## src/rtl/tdm_pkg.sv

```systemverilog
// Shared types and constants for the 2-bit TDM demultiplexer.
// Lane i of the packed output bus starts at bit W*i.
package tdm_pkg;

    localparam int unsigned TDM_W = 2;
    localparam int unsigned TDM_N = 4;

    typedef enum logic [0:0] {
        ST_IDLE    = 1'b0,
        ST_COLLECT = 1'b1
    } tdm_state_e;

    function automatic int unsigned lane_slice(input int unsigned i, input int unsigned w = TDM_W);
        return w * i;
    endfunction

endpackage

```

## src/rtl/tdm_lane_reg.sv

```systemverilog
// One output lane: a W-bit register loaded only when its write enable is set.
module tdm_lane_reg #(
    parameter int unsigned W = 2
) (
    input  logic         clk,
    input  logic         rst_n,
    input  logic         en,
    input  logic [W-1:0] d,
    output logic [W-1:0] q
);

    logic [W-1:0] lane_q;

    always_ff @(posedge clk or negedge rst_n) begin
        if (!rst_n) begin
            lane_q <= '0;
        end else if (en) begin
            lane_q <= d;
        end
    end

    assign q = lane_q;

endmodule

```

## src/rtl/tdm_demux4.sv

```systemverilog
// Registered TDM demultiplexer: routes each input symbol to one of N lanes,
// chosen by an external select or by an sof-aligned frame counter.
module tdm_demux4
    import tdm_pkg::*;
#(
    parameter int unsigned W = TDM_W,
    parameter int unsigned N = TDM_N
) (
    input  logic                   clk,
    input  logic                   rst_n,
    input  logic [W-1:0]           din,
    input  logic                   din_valid,
    input  logic                   sof,
    input  logic                   sel_mode,
    input  logic [$clog2(N)-1:0]   sel,
    output logic [N*W-1:0]         y,
    output logic [N-1:0]           lane_wr,
    output logic                   frame_done,
    output logic                   frame_err,
    output logic                   busy
);

    localparam int unsigned CNT_W = $clog2(N);
    localparam logic [CNT_W-1:0] CNT_LAST = CNT_W'(N - 1);

    tdm_state_e       state_q, state_d;
    logic [CNT_W-1:0] cnt_q, cnt_d;
    logic [N-1:0]     we_d, lane_wr_q;
    logic             done_d, done_q;
    logic             err_d, err_q;

    always_comb begin
        state_d = state_q;
        cnt_d   = cnt_q;
        we_d    = '0;
        done_d  = 1'b0;
        err_d   = 1'b0;
        if (!sel_mode) begin
            // Addressed mode parks the frame FSM; leaving COLLECT this way is a violation.
            state_d = ST_IDLE;
            cnt_d   = '0;
            err_d   = (state_q == ST_COLLECT);
            if (din_valid) begin
                we_d[sel] = 1'b1;
            end
        end else if (din_valid) begin
            case (state_q)
                ST_IDLE: begin
                    if (sof) begin
                        we_d[0] = 1'b1;
                        cnt_d   = CNT_W'(1);
                        state_d = ST_COLLECT;
                    end else begin
                        err_d = 1'b1;
                    end
                end
                ST_COLLECT: begin
                    if (sof) begin
                        // Restart: lanes already written by the aborted frame are kept.
                        err_d   = 1'b1;
                        we_d[0] = 1'b1;
                        cnt_d   = CNT_W'(1);
                    end else begin
                        we_d[cnt_q] = 1'b1;
                        if (cnt_q == CNT_LAST) begin
                            done_d  = 1'b1;
                            cnt_d   = '0;
                            state_d = ST_IDLE;
                        end else begin
                            cnt_d = cnt_q + CNT_W'(1);
                        end
                    end
                end
                default: begin
                    state_d = ST_IDLE;
                    cnt_d   = '0;
                end
            endcase
        end
    end

    always_ff @(posedge clk or negedge rst_n) begin
        if (!rst_n) begin
            state_q   <= ST_IDLE;
            cnt_q     <= '0;
            lane_wr_q <= '0;
            done_q    <= 1'b0;
            err_q     <= 1'b0;
        end else begin
            state_q   <= state_d;
            cnt_q     <= cnt_d;
            lane_wr_q <= we_d;
            done_q    <= done_d;
            err_q     <= err_d;
        end
    end

    for (genvar i = 0; i < N; i++) begin : g_lane
        tdm_lane_reg #(.W(W)) u_lane (
            .clk   (clk),
            .rst_n (rst_n),
            .en    (we_d[i]),
            .d     (din),
            .q     (y[lane_slice(i, W) +: W])
        );
    end

    assign lane_wr    = lane_wr_q;
    assign frame_done = done_q;
    assign frame_err  = err_q;
    assign busy       = (state_q == ST_COLLECT);

endmodule

```

## config.mk

```make
export PLATFORM = sky130hd
export DESIGN_NAME = tdm_demux4
export DESIGN_NICKNAME = d
export VERILOG_FILES = /design/src/rtl/tdm_pkg.sv /design/src/rtl/tdm_lane_reg.sv /design/src/rtl/tdm_demux4.sv
export SDC_FILE = /design/constraint.sdc
export NUM_CORES = 1
export LEC_CHECK = 0
export ABC_AREA = 0
export BUFFER_PORTS_ARGS = -buffer_cell sky130_fd_sc_hd__buf_2
export CELL_PAD_IN_SITES_DETAIL_PLACEMENT = 0
export CELL_PAD_IN_SITES_GLOBAL_PLACEMENT = 1
export CORE_MARGIN = 2
export CORE_UTILIZATION = 40
export DETAILED_ROUTE_END_ITERATION = 7
export GPL_ROUTABILITY_DRIVEN = 1
export PLACE_DENSITY = 0.87
export SLEW_MARGIN = 20
export SYNTH_ARGS = -nofsm -noshare
export SYNTH_HDL_FRONTEND = slang
export SYNTH_HIERARCHICAL = 1
export SYNTH_SLANG_ARGS = --single-unit
```

## constraint.sdc

```tcl
create_clock -name clk -period 3.6 [get_ports clk]
set_input_delay 0.18 -clock clk [delete_from_list [all_inputs] [get_ports clk]]
set_output_delay 0.18 -clock clk [all_outputs]
set_load 0.01 [all_outputs]
```

# Word-level counts from Yosys, hierarchy flattened
# Cells that the tools add are included.
# Widths: inputs -> output; s select.
[word_totals] regBits=17 in_bits=9 elab_cells=53
[classes] add_sub_neg=1 magnitude_cmp=4 eq_ne=3 mux=32 bitwise_logic=1 n_reduce_logical=3
[op_table] operator="$mux 1" n=16
[op_table] operator="$mux 4" n=3
[op_table] operator="$mux 2" n=5
[op_table] operator="$lt 2x3->1 const B" n=2
[op_table] operator="$mux 3" n=2
[op_table] operator="$pmux 1 s2" n=3
[op_table] operator="$demux 1 s2" n=2
[op_table] operator="$ge 2x1->1 const B" n=2
[op_table] operator="$pmux 2 s2" n=1
[op_table] operator="$ne 3x3->1 const B" n=1
[op_table] operator="$add 2x1->2 const B" n=1
[op_table] operator="$eq 2x2->1 const B" n=1
[op_table] operator="$logic_and 1x1->1" n=2
[op_table] operator="$ne 2x2->1 const B" n=1
[op_table] operator="$reduce_and 2->1" n=1
[op_table] operator="$not 1->1" n=1

# Logic depth before layout (Yosys ltp)
# Gate-level depths: netlist of run 1.
[depth] ltp_word=8 depth_mapped=5 ltp_nobuf=5

# Cells and area by module
# The synthesis of run 1 kept the hierarchy.
[modules_own_cells] module="tdm_demux4" n_inst=1 cells_per_inst=47 area_each_um2=511.7 seq_area_each_um2=225.2
[modules_own_cells] module="tdm_lane_reg" n_inst=4 cells_per_inst=4 area_each_um2=72.6 seq_area_each_um2=50.0

# Worst setup path after synthesis of run 1
# Ideal clock, no wire load.
[synth_path] kind="reg2reg" startpoint="register cnt_q[0]" endpoint="register g_lane[0].u_lane.lane_q[0]" setup_time_ps=125 t_arrival_ps=1275 slack_ps=2200 path_stages_with_launch=6 n_path_buf=0 cell_sequence="dfrtp_1 > inv_1 > ha_1 > and2_1 > o221a_2 > mux2_2"
[synth_between] elab_chain_cells=8 word_cells_on_any_way=9 classes_between="order compare: 2; mux: 6; reduce/logical: 1"
[synth_lines] item="from (decl)" line="tdm_demux4.sv:27" text="logic [CNT_W-1:0] cnt_q, cnt_d;"
[synth_lines] item="from (signal assigned)" line="tdm_demux4.sv:91" text="cnt_q <= cnt_d;"
[synth_lines] item="$lt 2x3->1 (not written as such) or $ge 2x1->1 (tied branches)" line="tdm_demux4.sv:64" text="we_d[cnt_q] = 1'b1;"
[synth_lines] item="$logic_and 1x1->1 (not written as such)" line="tdm_demux4.sv:64"
[synth_lines] item="$mux 1 (not written as such)" line="tdm_demux4.sv:64"
[synth_lines] item="$demux 1 s2 *" line="tdm_demux4.sv:64"
[synth_lines] item="$mux 1 *" line="tdm_demux4.sv:58" text="if (sof) begin"
[synth_lines] item="$pmux 1 s2 *" line="tdm_demux4.sv:47" text="case (state_q)"
[synth_lines] item="$mux 4 *" line="tdm_demux4.sv:46" text="end else if (din_valid) begin"
[synth_lines] item="$mux 4 *" line="tdm_demux4.sv:38" text="if (!sel_mode) begin"
[synth_lines] item="net we_d[0]" line="tdm_demux4.sv:28" text="logic [N-1:0] we_d, lane_wr_q;"
[synth_lines] item="to (signal assigned)" line="tdm_lane_reg.sv:16" text="lane_q <= '0;"
[synth_lines] item="to (signal assigned)" line="tdm_lane_reg.sv:18" text="lane_q <= d;"
[synth_lines] item="to (decl)" line="tdm_lane_reg.sv:12" text="logic [W-1:0] lane_q;"
# The timed path passes the listed nets; every way through them passes the cells marked *.
# A chain may end at the register's enable or synchronous reset.

# Worst setup path after layout of run 1
[layout_path] startpoint="register cnt_q[0]" endpoint="register g_lane[2].u_lane.lane_q[1]"
[layout_between] elab_chain_cells=8 word_cells_on_any_way=9 classes_between="order compare: 2; mux: 6; reduce/logical: 1"
[layout_lines] item="$lt 2x3->1 (not written as such) or $ge 2x1->1 (tied branches)" line="tdm_demux4.sv:64"
[layout_lines] item="$logic_and 1x1->1 (not written as such)" line="tdm_demux4.sv:64"
[layout_lines] item="$mux 1 (not written as such)" line="tdm_demux4.sv:64"
[layout_lines] item="$demux 1 s2 *" line="tdm_demux4.sv:64"
[layout_lines] item="$mux 3 *" line="tdm_demux4.sv:58"
[layout_lines] item="$mux 3 *" line="tdm_demux4.sv:47"
[layout_lines] item="$mux 4 *" line="tdm_demux4.sv:46"
[layout_lines] item="$mux 4 *" line="tdm_demux4.sv:38"
[layout_lines] item="net we_d[2]" line="tdm_demux4.sv:28"
[layout_lines] item="to (signal assigned)" line="tdm_lane_reg.sv:16"
[layout_lines] item="to (signal assigned)" line="tdm_lane_reg.sv:18"
[layout_lines] item="to (decl)" line="tdm_lane_reg.sv:12"
# Marked as above.

==> flow_summary_export.csv, run 1 <==
group,metric,value,unit
run_status,outcome,"completed",
finish,drive_above_1_share,43.2,%
flow_run,cap_violations,0,
route,vias,555,
route,vias_per_cell,4.83,
logic_synthesis,netlist.area_leader.share,53.0,%
global_routing,grt_max_degree,18,
sta,finalCriticalPeriod,1550,ps
place,io_buffer_count,23,
setup_path,path_max_fanout,5,
sta,setup-violations-final,0,
setup_path,crit_path_end_kind,"flip-flop",
setup_path,required,3770,ps
setup_path,critical_path_class,"reg2reg",
sta,fin_crit_sh,43.1,%
global_routing,grt_antenna_before_repair,0,
logic_synthesis,synth_area_leaders,"dfrtp_1 53%, mux2_2 11%, ha_1 6.2%",
cts,cts_sinks,17,
cts,ctsResizeCount,0,
floorplanning,core,1920,um2
global_routing,grt.overflow.total,0,
cts,cts_made_buffers,3,
finish,nets,102,
logic_synthesis,yosysTopAreaCell,"dfrtp_1",
logic_synthesis,synth_edf_count,0,
cts,path_clk_slew,100,ps
power_and_ir_drop,powerDensity,425,nW/um2
finish,synthToLayoutAreaGrowth,20.7,%
route,drt_iter0_markers,11,
route,firstDrtPassIters,4,
cts,worstSkewPairLatency,280,ps
cts,clockBufferDepth,2,
hold_path,hp-class,"in2reg",
route,antenna_left,0,
sta,skew,1.02,ps
logic_synthesis,ys.flop_type,"dfrtp_1",
logic_synthesis,synth_nets,76,
logic_synthesis,syn_area_per_cell,12.7,um2
logic_synthesis,yosysWarnings,6,
power_and_ir_drop,p_leak,0.461,nW
route,post-route-drc-count,0,
finish,diodes,0,
sta,slew_violations,0,
logic_synthesis,yosysSeqAreaShare,53.0,%
sta,clock.fmax,0.645,GHz
logic_synthesis,synthArstFlopShare,100,%
floorplanning,rows,16,
sta,finalHoldViolations,0,
cts,root_buffer,"clkbuf_4",
place,gp_congestion,0.736,
power_and_ir_drop,vdd_drop_max,0.181,mV
global_routing,grt_first_pass_wirelength,2480,um
floorplanning,die_h,48.8,um
global_routing,grt_pass1_vias,554,
cts,h-tree-depth,1,
sta,final.setup.tns,0,ps
route,wl,1450,um
sta,tightest_slew,379,ps
setup_path,cp-start-kind,"flip-flop",
place,post-dp-hpwl,1080,um
logic_synthesis,syn_inst,63,
logic_synthesis,synth_seq_cells,17,
sta,max_slew_margin,74.8,%
logic_synthesis,syn-cell-area,802,um2
logic_synthesis,ys_types,25,
setup_path,worstPathArrival,1720,ps
floorplanning,die_x,48.8,um
route,wl_per_cell,12.6,um
power_and_ir_drop,report.power.total,412,uW
cts,cts_tree,"yes",
floorplanning,io_pins,24,
sta,hold_ws,181,ps
floorplanning,dieArea,2380,um2
floorplanning,start_util,41.7,%
sta,rsz0062_at_grt,"false",
global_routing,track_usage,13.2,%
==> final cells by class <==
class                           count  area (um2)
Fill cell                         197         953
Sequential cell                    17         425
Multi-Input combinational cell     40         345
Timing Repair Buffer               24         125
Tap cell                           27        33.8
Clock buffer                        3        22.5
Inverter                            3        11.3
Clock inverter                      1        5.00
==> Yosys cell counts (2+ instances only) <==
master,instances
buf_4,2
mux2_2,8
nand4b_1,3
o21a_1,2
nand2_1,2
dfrtp_1,17
nand2b_1,2
a21boi_1,4
and2_1,2
ha_1,4
or3b_1,2
inv_1,2
==> final timing paths <==
kind                       cells past startpoint                                 to                              start  slack [ps]
hold / removal                                 2  g_lane[1].u_lane/q[1]$_DFFE_PN0P_                             din[1]         180
setup / recovery                               5  g_lane[2].u_lane/q[1]$_DFFE_PN0P_               cnt_q[0]$_DFFE_PN0P_        2050
max in group asynchronous                      2               lane_wr[2]$_DFF_PN0_                              rst_n        2990
setup reg to reg                               5  g_lane[2].u_lane/q[1]$_DFFE_PN0P_               cnt_q[0]$_DFFE_PN0P_        2050
min in group asynchronous                      2  g_lane[0].u_lane/q[0]$_DFFE_PN0P_                              rst_n         340
hold reg to reg                                1  g_lane[2].u_lane/q[0]$_DFFE_PN0P_  g_lane[2].u_lane/q[0]$_DFFE_PN0P_         510
==> sequential cells by signal, summed over array words and instances (netlist names) <==
register and flops:
lane_wr 4, busy 1, frame_err 1, g_lane.u_lane/q 8, frame_done 1, cnt_q 2
==> placed cells by master (no fill, tap or decap), types with 2 or more instances in the layout <==
cell	netlist	routed
buf_2	1	23
or3b_1	2	2
nand2_1	2	2
nand4b_1	3	3
dfrtp_1	17	17
inv_1	2	2
ha_1	4	4
o21a_1	2	2
nand2b_1	2	2
clkbuf_4	0	3
and2_1	2	2
mux2_2	8	8
a21boi_1	4	4
==> power by group <==
group,internal [mW],switching [mW],total (mW),leakage [nW]
Combinational,0.0434,0.0417,0.0852,0.226
Clock,0.0412,0.0575,0.0987,0.0177
Sequential,0.214,0.0134,0.228,0.217
==> metal layers <==
| layer | share of wire (%) | track usage [%] |
|---|---|---|
| met5 | 0 | 0 |
| met4 | 2.1 | 6.19 |
| met3 | 4.3 | 2.15 |
| met2 | 49 | 22.6 |
| met1 | 44 | 16.2 |
==> logic make-up (layout without fill, tap and decap cells) <==
logic type	after synthesis	in the layout	share of synthesized area (%)
flip-flops	17	17	53.0
AND/OR/NAND/NOR	17	17	14.2
AO/OA/AOI/OAI	11	11	11.4
buffers and inverters	6	31	3.90
multiplexers	8	8	11.2
adder cells (fa/ha/maj)	4	4	6.24
==> metrics by stage <==
stage	util, %	cell area, um2	instances	worst slack [ps]
2_1_floorplan	-	802	63	2200
3_3_place_gp	48.4	931	110	2050
3_5_place_dp	48.4	931	110	2030
4_1_cts	50.4	968	115	2040
5_1_grt	50.4	968	115	1950
6_report	50.4	968	115	2050
==> what timing repair did <==
| action | 4_1_cts | 5_1_grt |
|---|---|---|
| setup buffers | 0 | 0 |
| endpoints found under the hold margin | 17 | 0 |
| hold buffers | 1 | 0 |
==> worst max-delay path, cell delays in order (launching register included) <==
cell	delay, ps
dfrtp_1	430
inv_1	90
ha_1	140
nand4b_1	90
a21boi_1	310
mux2_2	380
Power figures use the tool's default switching activity.
==> inputs of run 2 (changes only) <==
--- a/config.mk
+++ b/config.mk
@@ -10,10 +10,10 @@
 export CELL_PAD_IN_SITES_DETAIL_PLACEMENT = 0
 export CELL_PAD_IN_SITES_GLOBAL_PLACEMENT = 1
 export CORE_MARGIN = 2
-export CORE_UTILIZATION = 40
+export CORE_UTILIZATION = 34
 export DETAILED_ROUTE_END_ITERATION = 7
 export GPL_ROUTABILITY_DRIVEN = 1
-export PLACE_DENSITY = 0.87
+export PLACE_DENSITY = 0.79
 export SLEW_MARGIN = 20
 export SYNTH_ARGS = -nofsm -noshare
 export SYNTH_HDL_FRONTEND = slang
==> constraint.sdc (replaced) <==
create_clock -name clk -period 1.4 [get_ports clk]
set_input_delay 0.07 -clock clk [delete_from_list [all_inputs] [get_ports clk]]
set_output_delay 0.07 -clock clk [all_outputs]
set_load 0.01 [all_outputs]
==> run 2 against run 1 <==
  * The run now ends with setup timing left
  * Via count up 8.3%
  * Maximum frequency up 9.3%
  * Worst setup slack worse by 2100 ps
  * Clock skew up 8.1 ps
  * Flip-flop and latch count unchanged
  * Non-clock buffer count up 8
  * Sequential power rose to 2.5 times the previous value
  * Die area up 16%
  * Highest routed layer unchanged
  * Clock power rose to 2.7 times the previous value
  * Critical path depth unchanged
  * Critical path type unchanged
  * Register-to-register slack worse by 2100 ps
  * Routed wire length up 7.4%
==> flow_summary_export.csv, run 2 (synthesized netlist as in run 1, its figures left out) <==
group,metric,value,unit
floorplanning,io_pins,24,
floorplanning,rows,17,
finish,stdcell_area,1060,um2
run_status,violations,"setup timing",
route,firstDrtPassIters,4,
cts,cts_tree,"yes",
floorplanning,die_h,52.6,um
power_and_ir_drop,vdd_drop_max,0.827,mV
sta,finalCriticalPeriod,1420,ps
sta,finalHoldViolations,0,
hold_path,min_to,"g_lane[3].u_lane/q[0]$_DFFE_PN0P_",
global_routing,grt_max_degree,18,
power_and_ir_drop,p_leak,0.507,nW
sta,slew_violations,0,
finish,final_common_cell,"buf_2",
global_routing,track_usage,12.7,%
route,drt_iter0_markers,14,
sta,max_slew_margin,74.8,%
route,vias_per_cell,4.85,
power_and_ir_drop,swShare,28.1,%
run_status,outcome,"finished with violations",
power_and_ir_drop,p_int,785,uW
global_routing,grt.overflow.total,0,
power_and_ir_drop,seq_power_share,53.1,%
global_routing,grt_antenna_before_repair,0,
finish,largest_reg_flops,8,
power_and_ir_drop,power.switching,308,uW
cts,worstSkewPairLatency,290,ps
cts,h-tree-depth,1,
setup_path,crit_path_end_kind,"flip-flop",
power_and_ir_drop,report.power.total,1.09,mW
place,placed_cell_area,962,um2
global_routing,grt_pass1_vias,566,
cts,cts_sinks,17,
hold_path,min_from,"din[0]",
sta,skew,9.13,ps
global_routing,grt_first_pass_wirelength,2530,um
cts,cts_made_buffers,3,
power_and_ir_drop,clock_power_share,24.5,%
setup_path,critical_path_class,"reg2reg",
place,post-dp-hpwl,1100,um
cts,clockBufferDepth,2,
setup_path,path_max_fanout,4,
place,gp_congestion,0.777,
setup_path,rrSetupSlack,-20,ps
floorplanning,core,2210,um2
setup_path,r2r_end,"g_lane[1].u_lane/q[0]$_DFFE_PN0P_",
finish,diodes,0,
floorplanning,die_x,52.6,um
sta,clock.fmax,0.705,GHz
flow_run,cap_violations,0,
finish,nets,110,
sta,fin_ws,-18.4,ps
hold_path,hold_path_depth,2,
finish,synthToLayoutAreaGrowth,31.7,%
setup_path,cp-start-kind,"flip-flop",
setup_path,worstPathArrival,1610,ps
floorplanning,start_util,36.3,%
route,wl,1560,um
sta,hold_ws,61.2,ps
setup_path,required,1590,ps
route,wl_per_cell,12.6,um
power_and_ir_drop,comb_power_share,22.4,%
finish,layout_common_cells,"23 x buf_2, 17 x dfrtp_1, 8 x mux2_2, 8 x buf_4",
sta,setup-violations-final,8,
setup_path,worstSetupStartpoint,"cnt_q[1]$_DFFE_PN0P_",
setup_path,r2r_start,"cnt_q[1]$_DFFE_PN0P_",
place,post-place-ws,-105,ps
hold_path,hp-class,"in2reg",
route,post-route-drc-count,0,
floorplanning,dieArea,2760,um2
route,antenna_left,0,
sta,fin_crit_sh,101,%
cts,path_clk_slew,110,ps
sta,rsz0062_at_grt,"true",
route,vias,601,
sta,tightest_slew,378,ps
power_and_ir_drop,powerDensity,1040,nW/um2
cts,root_buffer,"clkbuf_4",
place,io_buffer_count,23,
setup_path,reg2reg_depth,5,
finish,drive_above_1_share,53.1,%
==> run 2: timing repair <==
| item | in CTS | in global routing |
|---|---|---|
| endpoints found under the setup margin | 8 | 9 |
| pin swaps | 2 | 0 |
| hold endpoints to repair | 17 | 0 |
| hold buffers | 1 | 0 |
| resized for setup | 5 | 1 |
| buffers inserted | 3 | 1 |
==> run 2: stage by stage <==
| stage | TNS (ps) | instances | util, % |
|---|---|---|---|
| 2_1_floorplan | 0 | 63 | - |
| 3_3_place_gp | -320 | 115 | 43.5 |
| 3_5_place_dp | -546 | 115 | 43.5 |
| 4_1_cts | -91.3 | 123 | 47.1 |
| 5_1_grt | -864 | 124 | 47.7 |
| 6_report | -70.8 | 124 | 47.7 |
==> run 2: power by group through the flow <==
| stage | Sequential (mW) | Combinational (mW) | Clock (mW) |
|---|---|---|---|
| 2_1_floorplan | 0.620 | 0.0969 | 0 |
| 3_3_place_gp | 0.589 | 0.229 | 0 |
| 3_5_place_dp | 0.591 | 0.233 | 0 |
| 4_1_cts | 0.581 | 0.246 | 0.273 |
| 5_1_grt | 0.588 | 0.269 | 0.299 |
| 6_report | 0.580 | 0.245 | 0.267 |
==> run 2: worst max path at each step <==
stage	slack, ps	to
final	-20	g_lane[1].u_lane/q[0]$_DFFE_PN0P_
after detailed placement	-100	g_lane[2].u_lane/q[0]$_DFFE_PN0P_
after floorplan	0.3	g_lane[0].u_lane/q[0]$_DFFE_PN0P_
after global placement	-70	g_lane[2].u_lane/q[1]$_DFFE_PN0P_
after CTS	-20	g_lane[1].u_lane/q[0]$_DFFE_PN0P_
after global routing	-130	g_lane[1].u_lane/q[0]$_DFFE_PN0P_
==> run 2: final cells by class <==
type,count,area [um2]
fill,218,1160
sequential,17,425
multi-input combinational,40,372
timing repair buffer,32,185
tap,28,35.0
clock buffer,3,22.5
inverter,3,11.3
clock inverter,1,5.00
==> run 2: critical path: stages, from the launching register on <==
cell	delay (ps)
dfrtp_1	430
inv_1	90
ha_1	140
nand4b_1	100
a21boi_2	200
mux2_2	350
==> run 2: routing by layer <==
layer / wire length, um / vias to the layer above / track usage [%]
li1: - / 293 / -
met1: 726 / 294 / 16.3
met2: 760 / 12 / 20.2
met3: 61 / 2 / 2.57
met4: 12 / 0 / 6.41
met5: 0 / - / 0
==> inputs of run 3 (changes only) <==
--- a/config.mk
+++ b/config.mk
@@ -10,11 +10,12 @@
 export CELL_PAD_IN_SITES_DETAIL_PLACEMENT = 0
 export CELL_PAD_IN_SITES_GLOBAL_PLACEMENT = 1
 export CORE_MARGIN = 2
-export CORE_UTILIZATION = 34
+export CORE_UTILIZATION = 37
+export CTS_BUF_LIST = sky130_fd_sc_hd__clkbuf_4
 export DETAILED_ROUTE_END_ITERATION = 7
 export GPL_ROUTABILITY_DRIVEN = 1
-export PLACE_DENSITY = 0.79
-export SLEW_MARGIN = 20
+export MAX_ROUTING_LAYER = met4
+export PLACE_DENSITY = 0.85
 export SYNTH_ARGS = -nofsm -noshare
 export SYNTH_HDL_FRONTEND = slang
 export SYNTH_HIERARCHICAL = 1
==> run 3 against run 2 <==
  * The flow still finishes with violations (setup timing)
  * Total power increased by 4.0%
  * Combinational power grew 13%
  * Maximum frequency decreased by 5.2%
  * Die area fell by 7.5%
  * Clock skew down 8.9 ps
  * Utilization grew 6.8 points
  * Sequential power up 0.9%
  * First-iteration DRC count decreased by 57%
  * Critical path depth stayed put
  * Highest routed layer unchanged
==> flow_summary_export.csv, run 3 (synthesized netlist as in run 1, its figures left out) <==
group,metric,value,unit
run_status,outcome,"finished with violations",
run_status,violations,"setup timing",
route,wl_met3,56,um
global_routing,grt_max_degree,18,
route,drt_iter0_markers,6,
finish,nets,108,
sta,rsz0062_at_grt,"true",
finish,largest_reg_flops,8,
finish,diodes,0,
power_and_ir_drop,report.power.total,1.14,mW
floorplanning,core,2000,um2
sta,skew,0.183,ps
sta,max_slew_margin,75.2,%
route,firstDrtPassIters,3,
sta,final.setup.tns,-359,ps
sta,setup-violations-final,8,
sta,slew_violations,0,
floorplanning,rows,16,
sta,fin_crit_sh,107,%
cts,h-tree-depth,1,
power_and_ir_drop,vdd_drop_max,0.725,mV
sta,finalHoldViolations,0,
power_and_ir_drop,powerDensity,1040,nW/um2
route,routed-wl-met2,905,um
sta,finalCriticalPeriod,1500,ps
floorplanning,start_util,40.1,%
global_routing,grt_antenna_before_repair,0,
global_routing,grt_pass1_vias,604,
hold_path,hp-class,"in2reg",
setup_path,worstPathArrival,1690,ps
cts,cts_tree,"yes",
floorplanning,dieArea,2560,um2
cts,cts_made_buffers,3,
route,routed.top_layer,"met4",
setup_path,r2r_start,"cnt_q[1]$_DFFE_PN0P_",
route,post-route-drc-count,0,
finish,finalNonFillerCells,121,
hold_path,hold_path_depth,2,
floorplanning,die_x,50.6,um
setup_path,critical_path_class,"reg2reg",
route,wl_per_cell,14.1,um
place,post-dp-hpwl,1130,um
global_routing,grt.overflow.total,0,
floorplanning,die_h,50.6,um
place,dp_cells,114,
cts,root_buffer,"clkbuf_4",
finish,stdcell_area,1090,um2
sta,tightest_slew,372,ps
route,wl,1710,um
sta,hold_ws,58.6,ps
route,wl_met1,712,um
flow_run,cap_violations,0,
route,antenna_left,0,
route,vias,578,
hold_path,min_from,"sof",
place,placed_cell_area,961,um2
cts,path_clk_slew,100,ps
finish,final_common_cell,"buf_2",
setup_path,cp.buffers_inverters,1,
setup_path,r2r_end,"g_lane[0].u_lane/q[0]$_DFFE_PN0P_",
cts,clockBufferDepth,2,
setup_path,path_max_fanout,4,
power_and_ir_drop,p_leak,0.509,nW
sta,clock.fmax,0.668,GHz
place,gp_congestion,0.675,
sta,fin_ws,-96.8,ps
cts,worstSkewPairLatency,300,ps
global_routing,grt_first_pass_wirelength,2650,um
setup_path,crit_family,"flip-flops",
finish,layout_common_cells,"23 x buf_2, 15 x dfrtp_1, 6 x buf_4",
place,post-place-ws,-101,ps
setup_path,cpMaxStageDelayCell,"dfrtp_2",
hold_path,min_to,"cnt_q[1]$_DFFE_PN0P_",
finish,fin_util,54.5,%
global_routing,track_usage,14.6,%
route,vias_per_cell,4.78,
cts,cts_sinks,17,
setup_path,crit_path_end_kind,"flip-flop",
setup_path,rrSetupSlack,-100,ps
setup_path,cpPeakStageDelay,460,ps
setup_path,cp-start-kind,"flip-flop",
finish,synthToLayoutAreaGrowth,36.0,%
finish,drive_above_1_share,57.4,%
setup_path,required,1590,ps
floorplanning,io_pins,24,
place,io_buffer_count,23,
setup_path,reg2reg_depth,5,
setup_path,cp_cell_sequence,"inv_2 > ha_1 > and2_1 > o221a_4 > mux2_2",
==> run 3: changes by cell type in the layout (fill, tap and decap cells not counted) <==
| cell | previous run | this run |
|---|---|---|
| dfrtp_1 | 17 | 15 |
| inv_1 | 1 | 0 |
| buf_4 | 8 | 6 |
| mux2_2 | 8 | 4 |
| dfrtp_2 | 0 | 2 |
| nor4bb_2 | 1 | 0 |
| mux2_4 | 0 | 4 |
| inv_2 | 2 | 3 |
| ha_4 | 0 | 2 |
| nor4bb_4 | 0 | 1 |
| ha_1 | 4 | 2 |
==> run 3: worst max-delay path by stage <==
stage                         startpoint                                end  slack, ps  cells past startpoint
floorplan           cnt_q[0]$_DFFE_PN0P_  g_lane[0].u_lane/q[0]$_DFFE_PN0P_        0.3                      5
global placement    cnt_q[1]$_DFFE_PN0P_  g_lane[1].u_lane/q[1]$_DFFE_PN0P_        -40                      5
detailed placement  cnt_q[1]$_DFFE_PN0P_  g_lane[1].u_lane/q[0]$_DFFE_PN0P_       -100                      5
CTS                 cnt_q[1]$_DFFE_PN0P_  g_lane[1].u_lane/q[0]$_DFFE_PN0P_        -40                      5
global route        cnt_q[1]$_DFFE_PN0P_  g_lane[0].u_lane/q[0]$_DFFE_PN0P_       -140                      5
finish              cnt_q[1]$_DFFE_PN0P_  g_lane[0].u_lane/q[0]$_DFFE_PN0P_       -100                      5
==> run 3: repair_timing <==
item | 4_1_cts | 5_1_grt
buffers inserted | 1 | 1
endpoints found under the setup margin | 8 | 9
hold buffers | 1 | 0
pin swaps | 2 | 3
gates resized for setup | 11 | 7
endpoints found under the hold margin | 17 | 0
==> run 3: metal layers <==
layer / up-vias / GRT usage (%)
li1: 286 / -
met1: 276 / 17.6
met2: 14 / 22.8
met3: 2 / 1.79
met4: 0 / 9.91
met5: - / -
==> run 3: cell type report <==
| cell class | instances | area, um2 |
|---|---|---|
| Fill cell | 171 | 911 |
| Sequential cell | 17 | 428 |
| Multi-Input combinational cell | 40 | 420 |
| Timing Repair Buffer | 30 | 170 |
| Tap cell | 27 | 33.8 |
| Clock buffer | 3 | 22.5 |
| Inverter | 3 | 11.3 |
| Clock inverter | 1 | 5.00 |
==> run 3: report_power, final <==
group          internal (mW)  switching [mW]  leakage [nW]
logic                  0.146           0.132         0.277
clock network          0.107           0.169        0.0177
registers              0.552          0.0327         0.214
